### src/rtl/shared_gate_arbiter_if.sv
// Request/response bundle for shared_gate_arbiter: four packed requesters in,
// one AND result out, plus status.
interface shared_gate_arbiter_if #(
   parameter int unsigned WIDTH = 8
);
   logic [3:0]         req_valid;
   logic [4*WIDTH-1:0] req_a;
   logic [4*WIDTH-1:0] req_b;
   logic [3:0]         req_ready;
   logic               out_valid;
   logic [WIDTH-1:0]   out_data;
   logic [1:0]         out_id;
   logic               out_ready;
   logic               busy;
   logic [15:0]        done_cnt;

   modport master (
      output req_valid, req_a, req_b, out_ready,
      input  req_ready, out_valid, out_data, out_id, busy, done_cnt
   );

   modport slave (
      input  req_valid, req_a, req_b, out_ready,
      output req_ready, out_valid, out_data, out_id, busy, done_cnt
   );
endinterface

### src/rtl/shared_gate_arbiter.sv
// Round-robin arbiter over four requesters; the winner's operands are ANDed
// and returned through a valid/ready result port, one transaction at a time.
module shared_gate_arbiter #(
   parameter int unsigned WIDTH = 8
) (
   input logic                  clk,
   input logic                  rst_n,
   shared_gate_arbiter_if.slave bus
);

   typedef enum logic [1:0] {StIdle, StExec, StResp} state_e;

   state_e             state_q, state_d;
   logic [1:0]         ptr_q, ptr_d;
   logic [WIDTH-1:0]   a_q, a_d;
   logic [WIDTH-1:0]   b_q, b_d;
   logic [1:0]         id_q, id_d;
   logic               out_valid_q, out_valid_d;
   logic [WIDTH-1:0]   out_data_q, out_data_d;
   logic [1:0]         out_id_q, out_id_d;
   logic [15:0]        done_cnt_q, done_cnt_d;
   logic [3:0]         req_ready;

   logic               found;
   logic [1:0]         win;
   logic [1:0]         idx;
   logic [WIDTH-1:0]   a_sel;
   logic [WIDTH-1:0]   b_sel;

   always_comb begin
      found = 1'b0;
      win   = '0;
      idx   = '0;
      // Scan upward from ptr_q, wrapping naturally in the 2-bit index.
      for (int k = 0; k < 4; k++) begin
         idx = ptr_q + 2'(k);
         if (!found && bus.req_valid[idx]) begin
            found = 1'b1;
            win   = idx;
         end
      end
      a_sel = '0;
      b_sel = '0;
      for (int k = 0; k < 4; k++) begin
         if (win == 2'(k)) begin
            a_sel = bus.req_a[k*WIDTH +: WIDTH];
            b_sel = bus.req_b[k*WIDTH +: WIDTH];
         end
      end
   end

   always_comb begin
      state_d     = state_q;
      ptr_d       = ptr_q;
      a_d         = a_q;
      b_d         = b_q;
      id_d        = id_q;
      out_valid_d = out_valid_q;
      out_data_d  = out_data_q;
      out_id_d    = out_id_q;
      done_cnt_d  = done_cnt_q;
      req_ready   = '0;
      unique case (state_q)
         StIdle: begin
            // rst_n gate keeps req_ready low while reset is held.
            if (found && rst_n) begin
               req_ready[win] = 1'b1;
               a_d            = a_sel;
               b_d            = b_sel;
               id_d           = win;
               ptr_d          = win + 2'd1;
               state_d        = StExec;
            end
         end
         StExec: begin
            out_data_d  = a_q & b_q;
            out_id_d    = id_q;
            out_valid_d = 1'b1;
            state_d     = StResp;
         end
         StResp: begin
            if (bus.out_ready) begin
               out_valid_d = 1'b0;
               done_cnt_d  = done_cnt_q + 16'd1;
               state_d     = StIdle;
            end
         end
         default: state_d = StIdle;
      endcase
   end

   always_ff @(posedge clk or negedge rst_n) begin
      if (!rst_n) begin
         state_q     <= StIdle;
         ptr_q       <= '0;
         a_q         <= '0;
         b_q         <= '0;
         id_q        <= '0;
         out_valid_q <= 1'b0;
         out_data_q  <= '0;
         out_id_q    <= '0;
         done_cnt_q  <= '0;
      end else begin
         state_q     <= state_d;
         ptr_q       <= ptr_d;
         a_q         <= a_d;
         b_q         <= b_d;
         id_q        <= id_d;
         out_valid_q <= out_valid_d;
         out_data_q  <= out_data_d;
         out_id_q    <= out_id_d;
         done_cnt_q  <= done_cnt_d;
      end
   end

   assign bus.req_ready = req_ready;
   assign bus.out_valid = out_valid_q;
   assign bus.out_data  = out_data_q;
   assign bus.out_id    = out_id_q;
   assign bus.busy      = (state_q != StIdle);
   assign bus.done_cnt  = done_cnt_q;

endmodule
### src/flat_wrapper.sv
// flat-port wrapper written by rule: the top's interface ports become plain ports
module shared_gate_arbiter_flat 
#(
   parameter int unsigned WIDTH = 8
)
  (clk, rst_n, bus_req_valid, bus_req_a, bus_req_b, bus_out_ready, bus_req_ready, bus_out_valid, bus_out_data, bus_out_id, bus_busy, bus_done_cnt);
  shared_gate_arbiter_if #(.WIDTH(WIDTH)) bus_i ();
  input logic clk;
  input logic rst_n;
  input wire logic [$bits(bus_i.req_valid)-1:0] bus_req_valid;
  input wire logic [$bits(bus_i.req_a)-1:0] bus_req_a;
  input wire logic [$bits(bus_i.req_b)-1:0] bus_req_b;
  input wire logic [$bits(bus_i.out_ready)-1:0] bus_out_ready;
  output wire logic [$bits(bus_i.req_ready)-1:0] bus_req_ready;
  output wire logic [$bits(bus_i.out_valid)-1:0] bus_out_valid;
  output wire logic [$bits(bus_i.out_data)-1:0] bus_out_data;
  output wire logic [$bits(bus_i.out_id)-1:0] bus_out_id;
  output wire logic [$bits(bus_i.busy)-1:0] bus_busy;
  output wire logic [$bits(bus_i.done_cnt)-1:0] bus_done_cnt;
  assign bus_i.req_valid = bus_req_valid;
  assign bus_i.req_a = bus_req_a;
  assign bus_i.req_b = bus_req_b;
  assign bus_i.out_ready = bus_out_ready;
  assign bus_req_ready = bus_i.req_ready;
  assign bus_out_valid = bus_i.out_valid;
  assign bus_out_data = bus_i.out_data;
  assign bus_out_id = bus_i.out_id;
  assign bus_busy = bus_i.busy;
  assign bus_done_cnt = bus_i.done_cnt;
  shared_gate_arbiter #(.WIDTH(WIDTH)) u_core (.clk(clk), .rst_n(rst_n), .bus(bus_i));
endmodule
### config.mk
export PLATFORM = sky130hd
export DESIGN_NAME = shared_gate_arbiter_flat
export DESIGN_NICKNAME = d
export VERILOG_FILES = /design/src/rtl/shared_gate_arbiter_if.sv /design/src/rtl/shared_gate_arbiter.sv /design/src/flat_wrapper.sv
export SDC_FILE = /design/constraint.sdc
export NUM_CORES = 1
export LEC_CHECK = 0
export CORE_UTILIZATION = 30
export DETAILED_ROUTE_END_ITERATION = 12
export REMOVE_ABC_BUFFERS = 1
export SYNTH_ARGS = -nofsm -noshare
export SYNTH_HDL_FRONTEND = slang
export SYNTH_SLANG_ARGS = --single-unit
### constraint.sdc
create_clock -name clk -period 4.95 [get_ports clk]
set_input_delay 0.99 -clock clk [delete_from_list [all_inputs] [get_ports clk]]
set_output_delay 0.99 -clock clk [all_outputs]
set_load 0.05 [all_outputs]
==> flow_metrics.env <==
export IMPL_timing_hold_violations_final=0
export IMPL_antenna_found_initial=0
export IMPL_tritoncts_num_buffers=5
export IMPL_post_drt_via_cell_ratio=4.67
export IMPL_synth_cells=308
export IMPL_worstHoldPathCells=1
export IMPL_cts_setup_buffers=0
export IMPL_dp_hpwl_um=4820
export IMPL_netSwitchingFraction_pct=44.6
export IMPL_post_synth_top_count_cell="sky130_fd_sc_hd__a21oi_1"
export IMPL_grt_use_total_pct=15.0
export IMPL_syn_avg_cell_area_um2=8.53
export IMPL_die_x_um=95.6
export IMPL_syn_cell_area_um2=2630
export IMPL_routed_via_count=2381
export IMPL_total_number_of_yosys_warnings=0
export IMPL_place_inst=502
export IMPL_timing_max_transition_violations_final=0
export IMPL_power_static_leakage_nw=1.68
export IMPL_setup_skew_after_layout_ns=0.00800
export IMPL_cts_tree="built"
export IMPL_grt_first_pass_wirelength_um=10700
export IMPL_critPathRequiredTime_ns=3.96
export IMPL_grt_start_max_net_pins=50
export IMPL_timing_setup_tns_ns=0
export IMPL_path_class="in -> out"
export IMPL_layout_cells_non_filler=510
export IMPL_yosys_most_used_dff="sky130_fd_sc_hd__dfrtp_1"
export IMPL_cp_data_arrival_time_ns=2.87
export IMPL_vdd_drop_max_uv=138
export IMPL_postCtsHoldBufs=0
export IMPL_synth_async_sr_flop_share_pct=100
export IMPL_fmax_mhz=259
export IMPL_post_route_cells_drive_above_1_share_pct=6.42
export IMPL_fraction_of_power_consumed_by_the_clock_network_pct=12.0
export IMPL_fp_dieH_um=95.6
export IMPL_netSwitchingPower_mw=0.841
export IMPL_power_total_mw=1.89
export IMPL_seqPwrFrac_pct=33.8
export IMPL_num_antenna_cells=0
export IMPL_route_detailed_drc=0
export IMPL_worst_slew_pin_transition_ns=0.721
export IMPL_run_status="finished clean"
export IMPL_cts_repair_resized=0
export IMPL_setup_reg_to_reg_worst_slack_ns=2.56
export IMPL_ys_seq_elements=49
export IMPL_timing_max_slew_rel_slack_pct=51.9
export IMPL_synth_enable_flop_cells=0
export IMPL_finalWeightedCongestion=0.706
export IMPL_path_clk_slew_ns=0.09
export IMPL_fin_crit_sh_pct=77.9
export IMPL_worstSkewPairLatency_ns=0.30
export IMPL_r2r_cells=10
export IMPL_vias_in_the_first_global_route=2297
export IMPL_io_pins=103
export IMPL_overflow=0
export IMPL_hold_path_class="reg -> reg"
export IMPL_netlist_top_cells_count="52 x sky130_fd_sc_hd__a21oi_1, 49 x sky130_fd_sc_hd__dfrtp_1, 44 x sky130_fd_sc_hd__nand2_1"
export IMPL_io_buffer_count=102
export IMPL_synth_seq_area_share_pct=46.6
export IMPL_drt_wl_total_um=6410
export IMPL_synth_cell_types=29
export IMPL_cts_path_max_buffers=2
export IMPL_intPower_mw=1.05
export IMPL_cap_violations=0
export IMPL_end_kind="output pin"
export IMPL_power_per_standard_cell_area_nw_per_um2=490
export IMPL_avgRoutedWirePerCell_um=12.6
export IMPL_maximum_fanout_encountered_on_the_critical_timing_path=17
export IMPL_clockRootBuffer="sky130_fd_sc_hd__clkbuf_8"
export IMPL_initial_core_util_pct=31.5
export IMPL_detail_route_iter0_violations=61
export IMPL_netlist_top_cells_area="sky130_fd_sc_hd__dfrtp_1 47%, sky130_fd_sc_hd__a21oi_1 9.9%, sky130_fd_sc_hd__nand2_1 6.3%"
export IMPL_std_cell_rows=33
export IMPL_area_of_the_die_um2=9140
export IMPL_unrepaired_setup_endpoints_after_global_routing="false"
export IMPL_timing_final_crit_period_ns=3.86
export IMPL_synth_largest_type_area_fraction_pct=46.6
export IMPL_clock_sinks=49
export IMPL_area_delta_synth_final_pct=46.4
export IMPL_setup_worst_path_start_class="input pin"
export IMPL_core_um2=8340
export IMPL_cts_htree_levels=2
export IMPL_layout_nets=480
export IMPL_comb_power_share_pct=54.2
export IMPL_detail_route_first_pass_iterations=4
export IMPL_timing_final_setup_violations=0
export IMPL_ant_nets=0
export IMPL_synth_area_leader_cell="sky130_fd_sc_hd__dfrtp_1"
==> power groups by stage <==
stage | sequential, mW | clock [mW] | combinational [mW]
4_1_cts | 0.642 | 0.236 | 1.04
3_5_place_dp | 0.650 | 0 | 1.04
5_1_grt | 0.664 | 0.252 | 1.14
3_3_place_gp | 0.643 | 0 | 1.02
2_1_floorplan | 0.811 | 0 | 0.500
6_report | 0.639 | 0.226 | 1.02
==> critical path, cell delays in order <==
cell and delay (ns):
sky130_fd_sc_hd__clkdlybuf4s50_1 0.48, sky130_fd_sc_hd__or4_1 0.55, sky130_fd_sc_hd__and3_1 0.38, sky130_fd_sc_hd__and2_1 0.30
sky130_fd_sc_hd__buf_12 0.16
==> path summary, 6_finish.rpt <==
check,startpoint,to
max,bus_req_valid[3],bus_req_ready[2]
min,u_core.bus.done_cnt[15]$_DFFE_PN0P_,u_core.bus.done_cnt[15]$_DFFE_PN0P_
max reg2reg,u_core.ptr_q[1]$_DFFE_PN0P_,u_core.b_q[7]$_DFFE_PN0P_
min reg2reg,u_core.bus.done_cnt[15]$_DFFE_PN0P_,u_core.bus.done_cnt[15]$_DFFE_PN0P_
max in group asynchronous,rst_n,u_core.ptr_q[1]$_DFFE_PN0P_
min in group asynchronous,rst_n,u_core.bus.done_cnt[0]$_DFFE_PN0P_
==> state kept, by name, summed over array words and instances, names as in the netlist <==
name and cells:
u_core.bus.out_id 2, u_core.id_q 2, u_core.ptr_q 2, u_core.a_q 8, u_core.state_q 2, u_core.bus.out_data 8
u_core.bus.done_cnt 16, u_core.b_q 8, u_core.bus.out_valid 1
==> cells in the final DEF, fill, tap and decap left out, drive strengths merged, types with 3 or more instances in the layout <==
master and n:
a21oi 52, a22oi 16, and2 4, and3 3, buf 12, clkbuf 6
clkdlybuf4s50 97, dfrtp 49, ha 5, inv 23, mux2 5, nand2 44
nand2b 4, nand3 5, nand4 3, nor2 24, nor3 3, o21ai 25
xnor2 10, xor2 5
==> metrics by stage <==
stage          util, %  area, µm²  setup WS, ns  hold slack, ns
2_1_floorplan        -       2530          1.14           0.477
3_5_place_dp      45.2       3770          1.07           0.469
4_1_cts           46.1       3850          1.06           0.481
5_1_grt           46.1       3850         0.950           0.509
6_report          46.1       3850          1.09           0.474
3_3_place_gp      45.2       3770          1.12           0.462
==> kinds of logic after synthesis <==
kind of cell               count (synthesis)  share of synthesized area [%]
DFF                                       49                           46.6
muxes                                      5                           2.14
buffers and inverters                     43                           7.19
AOI/OAI and AO/OA                         95                           19.8
and+or+nand+nor                           96                           16.9
xor gates and xnor gates                  15                           5.00
adders and majority gates                  5                           2.38
==> layout make-up <==
| type | count | area [µm²] |
|---|---|---|
| Inverter | 23 | 86.3 |
| Multi-Input combinational cell | 216 | 1210 |
| Timing Repair Buffer | 109 | 1110 |
| Clock inverter | 2 | 10.0 |
| Sequential cell | 49 | 1230 |
| Clock buffer | 6 | 72.6 |
| Tap cell | 105 | 131 |
| Fill cell | 822 | 4490 |
==> routing by layer <==
metal	GRT usage (%)	up-vias	part of all wire [%]	wire length, µm
met2	27.0	66	50	3180
met1	17.6	1081	43	2790
met4	4.10	0	1.0	65
li1	-	1226	-	-
met5	0	-	0	0
met3	3.75	8	5.9	379
Power figures use the tool's default switching activity.
